File: src/rtl/controle_remoto_tx_pkg.sv
// Shared types and timing defaults for the key-fob transmitter.
// Counter widths are derived here so the top and debouncer agree.
package controle_pkg;

    typedef enum logic [1:0] {
        IDLE     = 2'd0,
        PULSE    = 2'd1,
        GAP      = 2'd2,
        WAIT_REL = 2'd3
    } state_e;

    localparam int DEB_CYCLES_DEF   = 4;
    localparam int PULSE_CYCLES_DEF = 8;
    localparam int GAP_CYCLES_DEF   = 8;

    // Never return zero, so a parameter set of all ones still yields a legal vector.
    function automatic int cnt_w(input int a, input int b, input int c);
        int m;
        m = a;
        if (b > m) m = b;
        if (c > m) m = c;
        return (m <= 1) ? 1 : $clog2(m);
    endfunction

endpackage

File: src/rtl/controle_remoto_tx_if.sv
// Fob-side bundle: raw button/enable in, press pulse and debug status out.
// The master side is the harness driving the fob; the slave side is the transmitter.
interface controle_remoto_tx_if;

    logic       button;
    logic       enable;
    logic       remote;
    logic       busy;
    logic [7:0] tx_count;

    modport master (
        output button,
        output enable,
        input  remote,
        input  busy,
        input  tx_count
    );

    modport slave (
        input  button,
        input  enable,
        output remote,
        output busy,
        output tx_count
    );

endinterface

File: src/rtl/controle_remoto_tx_debounce_botao.sv
// Two-flop synchronizer plus persistence filter for the raw push-button.
// A new level is accepted only after it has held for DEB_CYCLES samples.
module debounce_botao
    import controle_pkg::*;
#(
    parameter int DEB_CYCLES = DEB_CYCLES_DEF
) (
    input  logic clk,
    input  logic rst,
    input  logic button_i,
    output logic btn_db_o
);

    localparam int W = cnt_w(DEB_CYCLES, 1, 1);
    localparam logic [W-1:0] LAST = W'(DEB_CYCLES - 1);

    logic         s1_q;
    logic         s2_q;
    logic         db_q;
    logic         db_d;
    logic [W-1:0] cnt_q;
    logic [W-1:0] cnt_d;

    // Any sample that agrees with the accepted level restarts the count.
    always_comb begin
        db_d  = db_q;
        cnt_d = '0;
        if (s2_q != db_q) begin
            if (cnt_q == LAST) begin
                db_d = s2_q;
            end else begin
                cnt_d = cnt_q + W'(1);
            end
        end
    end

    always_ff @(posedge clk or posedge rst) begin
        if (rst) begin
            s1_q  <= 1'b0;
            s2_q  <= 1'b0;
            db_q  <= 1'b0;
            cnt_q <= '0;
        end else begin
            s1_q  <= button_i;
            s2_q  <= s1_q;
            db_q  <= db_d;
            cnt_q <= cnt_d;
        end
    end

    assign btn_db_o = db_q;

endmodule

File: src/rtl/controle_remoto_tx.sv
// Key-fob transmitter: one fixed-width remote pulse per clean press,
// followed by a guaranteed low gap and a wait for button release.
module controle_remoto_tx
    import controle_pkg::*;
#(
    parameter int DEB_CYCLES   = DEB_CYCLES_DEF,
    parameter int PULSE_CYCLES = PULSE_CYCLES_DEF,
    parameter int GAP_CYCLES   = GAP_CYCLES_DEF
) (
    input  logic                 clk,
    input  logic                 rst,
    controle_remoto_tx_if.slave  bus
);

    localparam int W = cnt_w(PULSE_CYCLES, GAP_CYCLES, DEB_CYCLES);
    localparam logic [W-1:0] PULSE_LD = W'(PULSE_CYCLES - 1);
    localparam logic [W-1:0] GAP_LD   = W'(GAP_CYCLES - 1);

    logic         btn_db;
    logic         btn_db_q;
    logic         press;
    state_e       state_q;
    state_e       state_d;
    logic [W-1:0] tmr_q;
    logic [W-1:0] tmr_d;
    logic [7:0]   cnt_q;
    logic [7:0]   cnt_d;
    logic         remote_q;
    logic         remote_d;
    logic         busy_q;
    logic         busy_d;

    debounce_botao #(
        .DEB_CYCLES (DEB_CYCLES)
    ) u_deb (
        .clk      (clk),
        .rst      (rst),
        .button_i (bus.button),
        .btn_db_o (btn_db)
    );

    // Rising edge of the filtered level, gated by enable in the same cycle.
    assign press = btn_db & ~btn_db_q & bus.enable;

    always_comb begin
        state_d = state_q;
        tmr_d   = tmr_q;
        cnt_d   = cnt_q;
        unique case (state_q)
            IDLE: begin
                if (press) begin
                    state_d = PULSE;
                    tmr_d   = PULSE_LD;
                    cnt_d   = cnt_q + 8'd1;
                end
            end
            PULSE: begin
                if (tmr_q == '0) begin
                    state_d = GAP;
                    tmr_d   = GAP_LD;
                end else begin
                    tmr_d = tmr_q - W'(1);
                end
            end
            GAP: begin
                if (tmr_q == '0) begin
                    state_d = WAIT_REL;
                end else begin
                    tmr_d = tmr_q - W'(1);
                end
            end
            WAIT_REL: begin
                if (!btn_db) state_d = IDLE;
            end
            default: begin
                state_d = IDLE;
            end
        endcase
        // Outputs follow the next state so they switch on the same edge.
        remote_d = (state_d == PULSE);
        busy_d   = (state_d != IDLE);
    end

    always_ff @(posedge clk or posedge rst) begin
        if (rst) begin
            state_q  <= IDLE;
            tmr_q    <= '0;
            cnt_q    <= 8'd0;
            btn_db_q <= 1'b0;
            remote_q <= 1'b0;
            busy_q   <= 1'b0;
        end else begin
            state_q  <= state_d;
            tmr_q    <= tmr_d;
            cnt_q    <= cnt_d;
            btn_db_q <= btn_db;
            remote_q <= remote_d;
            busy_q   <= busy_d;
        end
    end

    assign bus.remote   = remote_q;
    assign bus.busy     = busy_q;
    assign bus.tx_count = cnt_q;

endmodule

File: src/flat_wrapper.sv
// flat-port wrapper written by rule: the top's interface ports become plain ports
module controle_remoto_tx_flat import controle_pkg::*;
#(
    parameter int DEB_CYCLES   = DEB_CYCLES_DEF,
    parameter int PULSE_CYCLES = PULSE_CYCLES_DEF,
    parameter int GAP_CYCLES   = GAP_CYCLES_DEF
)
  (clk, rst, bus_button, bus_enable, bus_remote, bus_busy, bus_tx_count);
  controle_remoto_tx_if bus_i ();
  input  logic clk;
  input  logic rst;
  input wire logic [$bits(bus_i.button)-1:0] bus_button;
  input wire logic [$bits(bus_i.enable)-1:0] bus_enable;
  output wire logic [$bits(bus_i.remote)-1:0] bus_remote;
  output wire logic [$bits(bus_i.busy)-1:0] bus_busy;
  output wire logic [$bits(bus_i.tx_count)-1:0] bus_tx_count;
  assign bus_i.button = bus_button;
  assign bus_i.enable = bus_enable;
  assign bus_remote = bus_i.remote;
  assign bus_busy = bus_i.busy;
  assign bus_tx_count = bus_i.tx_count;
  controle_remoto_tx #(.DEB_CYCLES(DEB_CYCLES), .PULSE_CYCLES(PULSE_CYCLES), .GAP_CYCLES(GAP_CYCLES)) u_core (.clk(clk), .rst(rst), .bus(bus_i));
endmodule
File: config.mk
export PLATFORM = sky130hd
export DESIGN_NAME = controle_remoto_tx_flat
export DESIGN_NICKNAME = d
export VERILOG_FILES = /design/src/rtl/controle_remoto_tx_pkg.sv /design/src/rtl/controle_remoto_tx_if.sv /design/src/rtl/controle_remoto_tx_debounce_botao.sv /design/src/rtl/controle_remoto_tx.sv /design/src/flat_wrapper.sv
export SDC_FILE = /design/constraint.sdc
export NUM_CORES = 1
export LEC_CHECK = 0
export BUFFER_PORTS_ARGS = -buffer_cell sky130_fd_sc_hd__buf_4
export CAP_MARGIN = 40
export CORE_UTILIZATION = 40
export CTS_CLUSTER_DIAMETER = 30
export DETAILED_ROUTE_END_ITERATION = 10
export SKIP_LAST_GASP = 1
export SLEW_MARGIN = 30
export SYNTH_ARGS = -nofsm -noshare
export SYNTH_HDL_FRONTEND = slang
export SYNTH_SLANG_ARGS = --single-unit
File: constraint.sdc
create_clock -name clk -period 3.6 [get_ports clk]
set_input_delay 0.18 -clock clk [delete_from_list [all_inputs] [get_ports clk]]
set_output_delay 0.18 -clock clk [all_outputs]
set_load 0.02 [all_outputs]
==> results.json <==
{
  "critPathMaxFanout": 6,
  "grt_antenna_before_repair": 0,
  "netlist_area_um2": 1040,
  "clk-insertion-delay-late_ps": 300,
  "start_util": 0.423,
  "htreeDepth": 1,
  "clockRootBuffer": "clkbuf_4",
  "fin_crit_ps": 1750,
  "fp.dieH_um": 52.9,
  "vias_per_cell": 5.06,
  "swShare": 0.397,
  "drive_gt1_frac": 0.216,
  "slowest_stage": "dfrtp_1",
  "cts_tree": "done",
  "slew_headroom": 0.740,
  "track_usage": 0.149,
  "final-hold-violation-count": 0,
  "synthMuxAreaShare": 0.0217,
  "worstPathCellList": "inv_1 -> ha_1 -> and4b_1 -> and3_1 -> nand4_1 -> xnor2_1",
  "drt-initial-drc-count": 12,
  "synth_fa_ha_area_frac": 0.109,
  "io_buffers": 13,
  "gp_congestion": 0.847,
  "row_count": 18,
  "rsz0062_at_grt": "false",
  "worst_ep_required_time_ps": 3800,
  "skew_ps": 2.40,
  "ir_drop_mv": 0.406,
  "synth-edff-count": 0,
  "seqPwrFrac": 0.427,
  "hold_buffers": 1,
  "critical_path_class": "flip-flop to flip-flop",
  "finalCritPeriodShare": 0.485,
  "cpLargestDelayFamily": "simple AND/OR/NAND/NOR gates",
  "comb_power_share": 0.446,
  "clockBufferDepth": 2,
  "pin_count": 14,
  "n_antenna_cell": 0,
  "cts_resized": 0,
  "synth_top_cells_by_count": "dfrtp_1, ha_1, nand2_1",
  "synthCells": 92,
  "die_w_um": 52.9,
  "clkTransAtPathRegs_ps": 120,
  "power.switching_mw": 0.361,
  "worstSetupStartpointType": "flip-flop",
  "numClockSinks": 21,
  "crit_buf_inv": 1,
  "synth.distinct_cells": 29,
  "placed_cell_area_um2": 1160,
  "pwr-share-clk": 0.127,
  "numCtsBuffers": 3,
  "yosys.area_share.simple": 0.152,
  "drc": 0,
  "grt_max_degree": 22,
  "synth_most_common_cell": "dfrtp_1",
  "synthArstFlopShare": 1.00,
  "max_slew.worst_pin.slew_ps": 390,
  "routed_wl_um": 1780,
  "grt_pass1_wl_um": 2930,
  "outcome": "finished clean",
  "synth-seq-cells": 21,
  "post-route-cell-area_um2": 1230,
  "cpPeakStageDelay_ps": 450,
  "setup-tns-final_ps": 0,
  "placed_cells": 134,
  "p_leak_nw": 0.592,
  "syn_nets": 105,
  "hold_path.class": "input port to flip-flop",
  "synth_top_area_cell": "dfrtp_1",
  "end_kind": "flip-flop",
  "fillCellCount": 227,
  "grt-ovfl-total": 0,
  "final_cell_count_no_fill": 141,
  "synth_compound_area_frac": 0.111,
  "syn2layout_area_growth_pct": 18.3,
  "layout.nets": 125,
  "drt_pre_antenna_iters": 4,
  "ant_nets": 0,
  "cp.arrival_ps": 1950,
  "yosys-top-cells-area": "dfrtp_1, ha_1, xnor2_1",
  "hpwl_um": 1290,
  "core_um2": 2450,
  "pwr_density_cell_nw_per_um2": 741,
  "synth_seq_area_share": 0.507,
  "vias": 714,
  "drv_cap": 0,
  "die-area_um2": 2800,
  "slew_viol_final": 0,
  "post_cts_buffers": 0,
  "synth_xor_xnor_area_share": 0.0676,
  "ys.flop_type": "dfrtp_1",
  "intPower_mw": 0.548,
  "setup_viol": 0,
  "syn_area_per_cell_um2": 11.3,
  "grt_pass1_vias": 635,
  "synth_warnings": 0,
  "synth_top_area_frac": 0.507,
  "wire_per_inst_um": 12.6,
  "synth_top_family_by_area": "simple AND/OR/NAND/NOR gates",
  "fmax_mhz": 572,
  "finalCoreUtilization": 0.500
}
## power by group through the flow
stage | Sequential, mW | Clock, mW | Combinational [mW]
global route | 0.401 | 0.133 | 0.454
floorplan | 0.419 | 0 | 0.260
global placement | 0.391 | 0 | 0.397
finish | 0.388 | 0.116 | 0.406
detailed placement | 0.394 | 0 | 0.403
CTS | 0.389 | 0.123 | 0.405
## metrics by stage
step	worst slack (ps)	hold WS (ps)	power [mW]
2_1_floorplan	2040	157	0.679
3_3_place_gp	1900	298	0.788
3_5_place_dp	1890	300	0.796
4_1_cts	1860	26.8	0.917
5_1_grt	1770	374	0.988
6_report	1850	316	0.910
## final timing paths
kind / startpoint / to / slack, ps / depth (start not counted)
max reg2reg: u_core.state_q[0] / u_core.bus.tx_count[5] / 1850 / 6
min: bus_enable / u_core.state_q[1] / 320 / 4
max: u_core.state_q[0] / u_core.bus.tx_count[5] / 1850 / 6
min in group asynchronous: rst / u_core.u_deb.btn_db_o / 390 / 3
max in group asynchronous: rst / u_core.bus.remote / 2790 / 4
min reg2reg: u_core.u_deb.s1_q / u_core.u_deb.s2_q / 370 / 0
## worst register-to-register path: cells and delay by family, from the launching register on
family / cells / cell delay (ps)
and+or+nand+nor: 3 / 680
adders and majority gates: 1 / 240
DFF: 1 / 450
buffers and inverters: 1 / 130
xor gates and xnor gates: 1 / 140
## kinds of logic after synthesis
family | Yosys count
AND/OR/NAND/NOR | 30
AO/OA/AOI/OAI | 14
buffers and inverters | 8
flip-flops | 21
XOR/XNOR | 8
multiplexers | 2
adder cells (fa/ha/maj) | 9
## layout make-up
type                    instances  area, µm²  share of cell area
well taps                      30       37.5              0.0306
flip-flops and latches         21        526               0.428
multi-input cells              63        478               0.389
clock buffers                   3       22.5              0.0183
inverters                       7       26.3              0.0214
repair buffers                 16        133               0.108
clock inverters                 1       5.00             0.00408
## registers in the layout, indices dropped and copies added, names as in the netlist
signal,count
u_core.btn_db_q,1
u_core.u_deb.cnt_q,2
u_core.u_deb.s2_q,1
u_core.tmr_q,3
u_core.u_deb.s1_q,1
u_core.bus.remote,1
u_core.state_q,2
u_core.bus.tx_count,8
u_core.u_deb.btn_db_o,1
u_core.bus.busy,1
## cell usage in the layout, fill, tap and decap left out, types with 2 or more instances in the layout
master         synthesis  routed
xor2_1                 2       2
a21oi_1                4       4
dlygate4sd3_1          0       2
inv_1                  7       7
dfrtp_1               21      21
nand2_1                8       8
clkbuf_4               0       3
buf_4                  1      13
nor2b_1                2       2
nand3b_1               2       2
ha_1                   9       9
o21ai_0                2       2
nor2_1                 7       7
nand2b_1               2       2
xnor2_1                6       6
mux2_2                 2       2
nand4_1                3       3
## layer usage
metal	vias up	GRT usage	routed length, µm
met2	6	0.224	849
met4	0	0.0789	15
li1	358	-	-
met1	348	0.197	878
met5	-	0	0
met3	2	0.0345	35
Power figures use the tool's default switching activity.
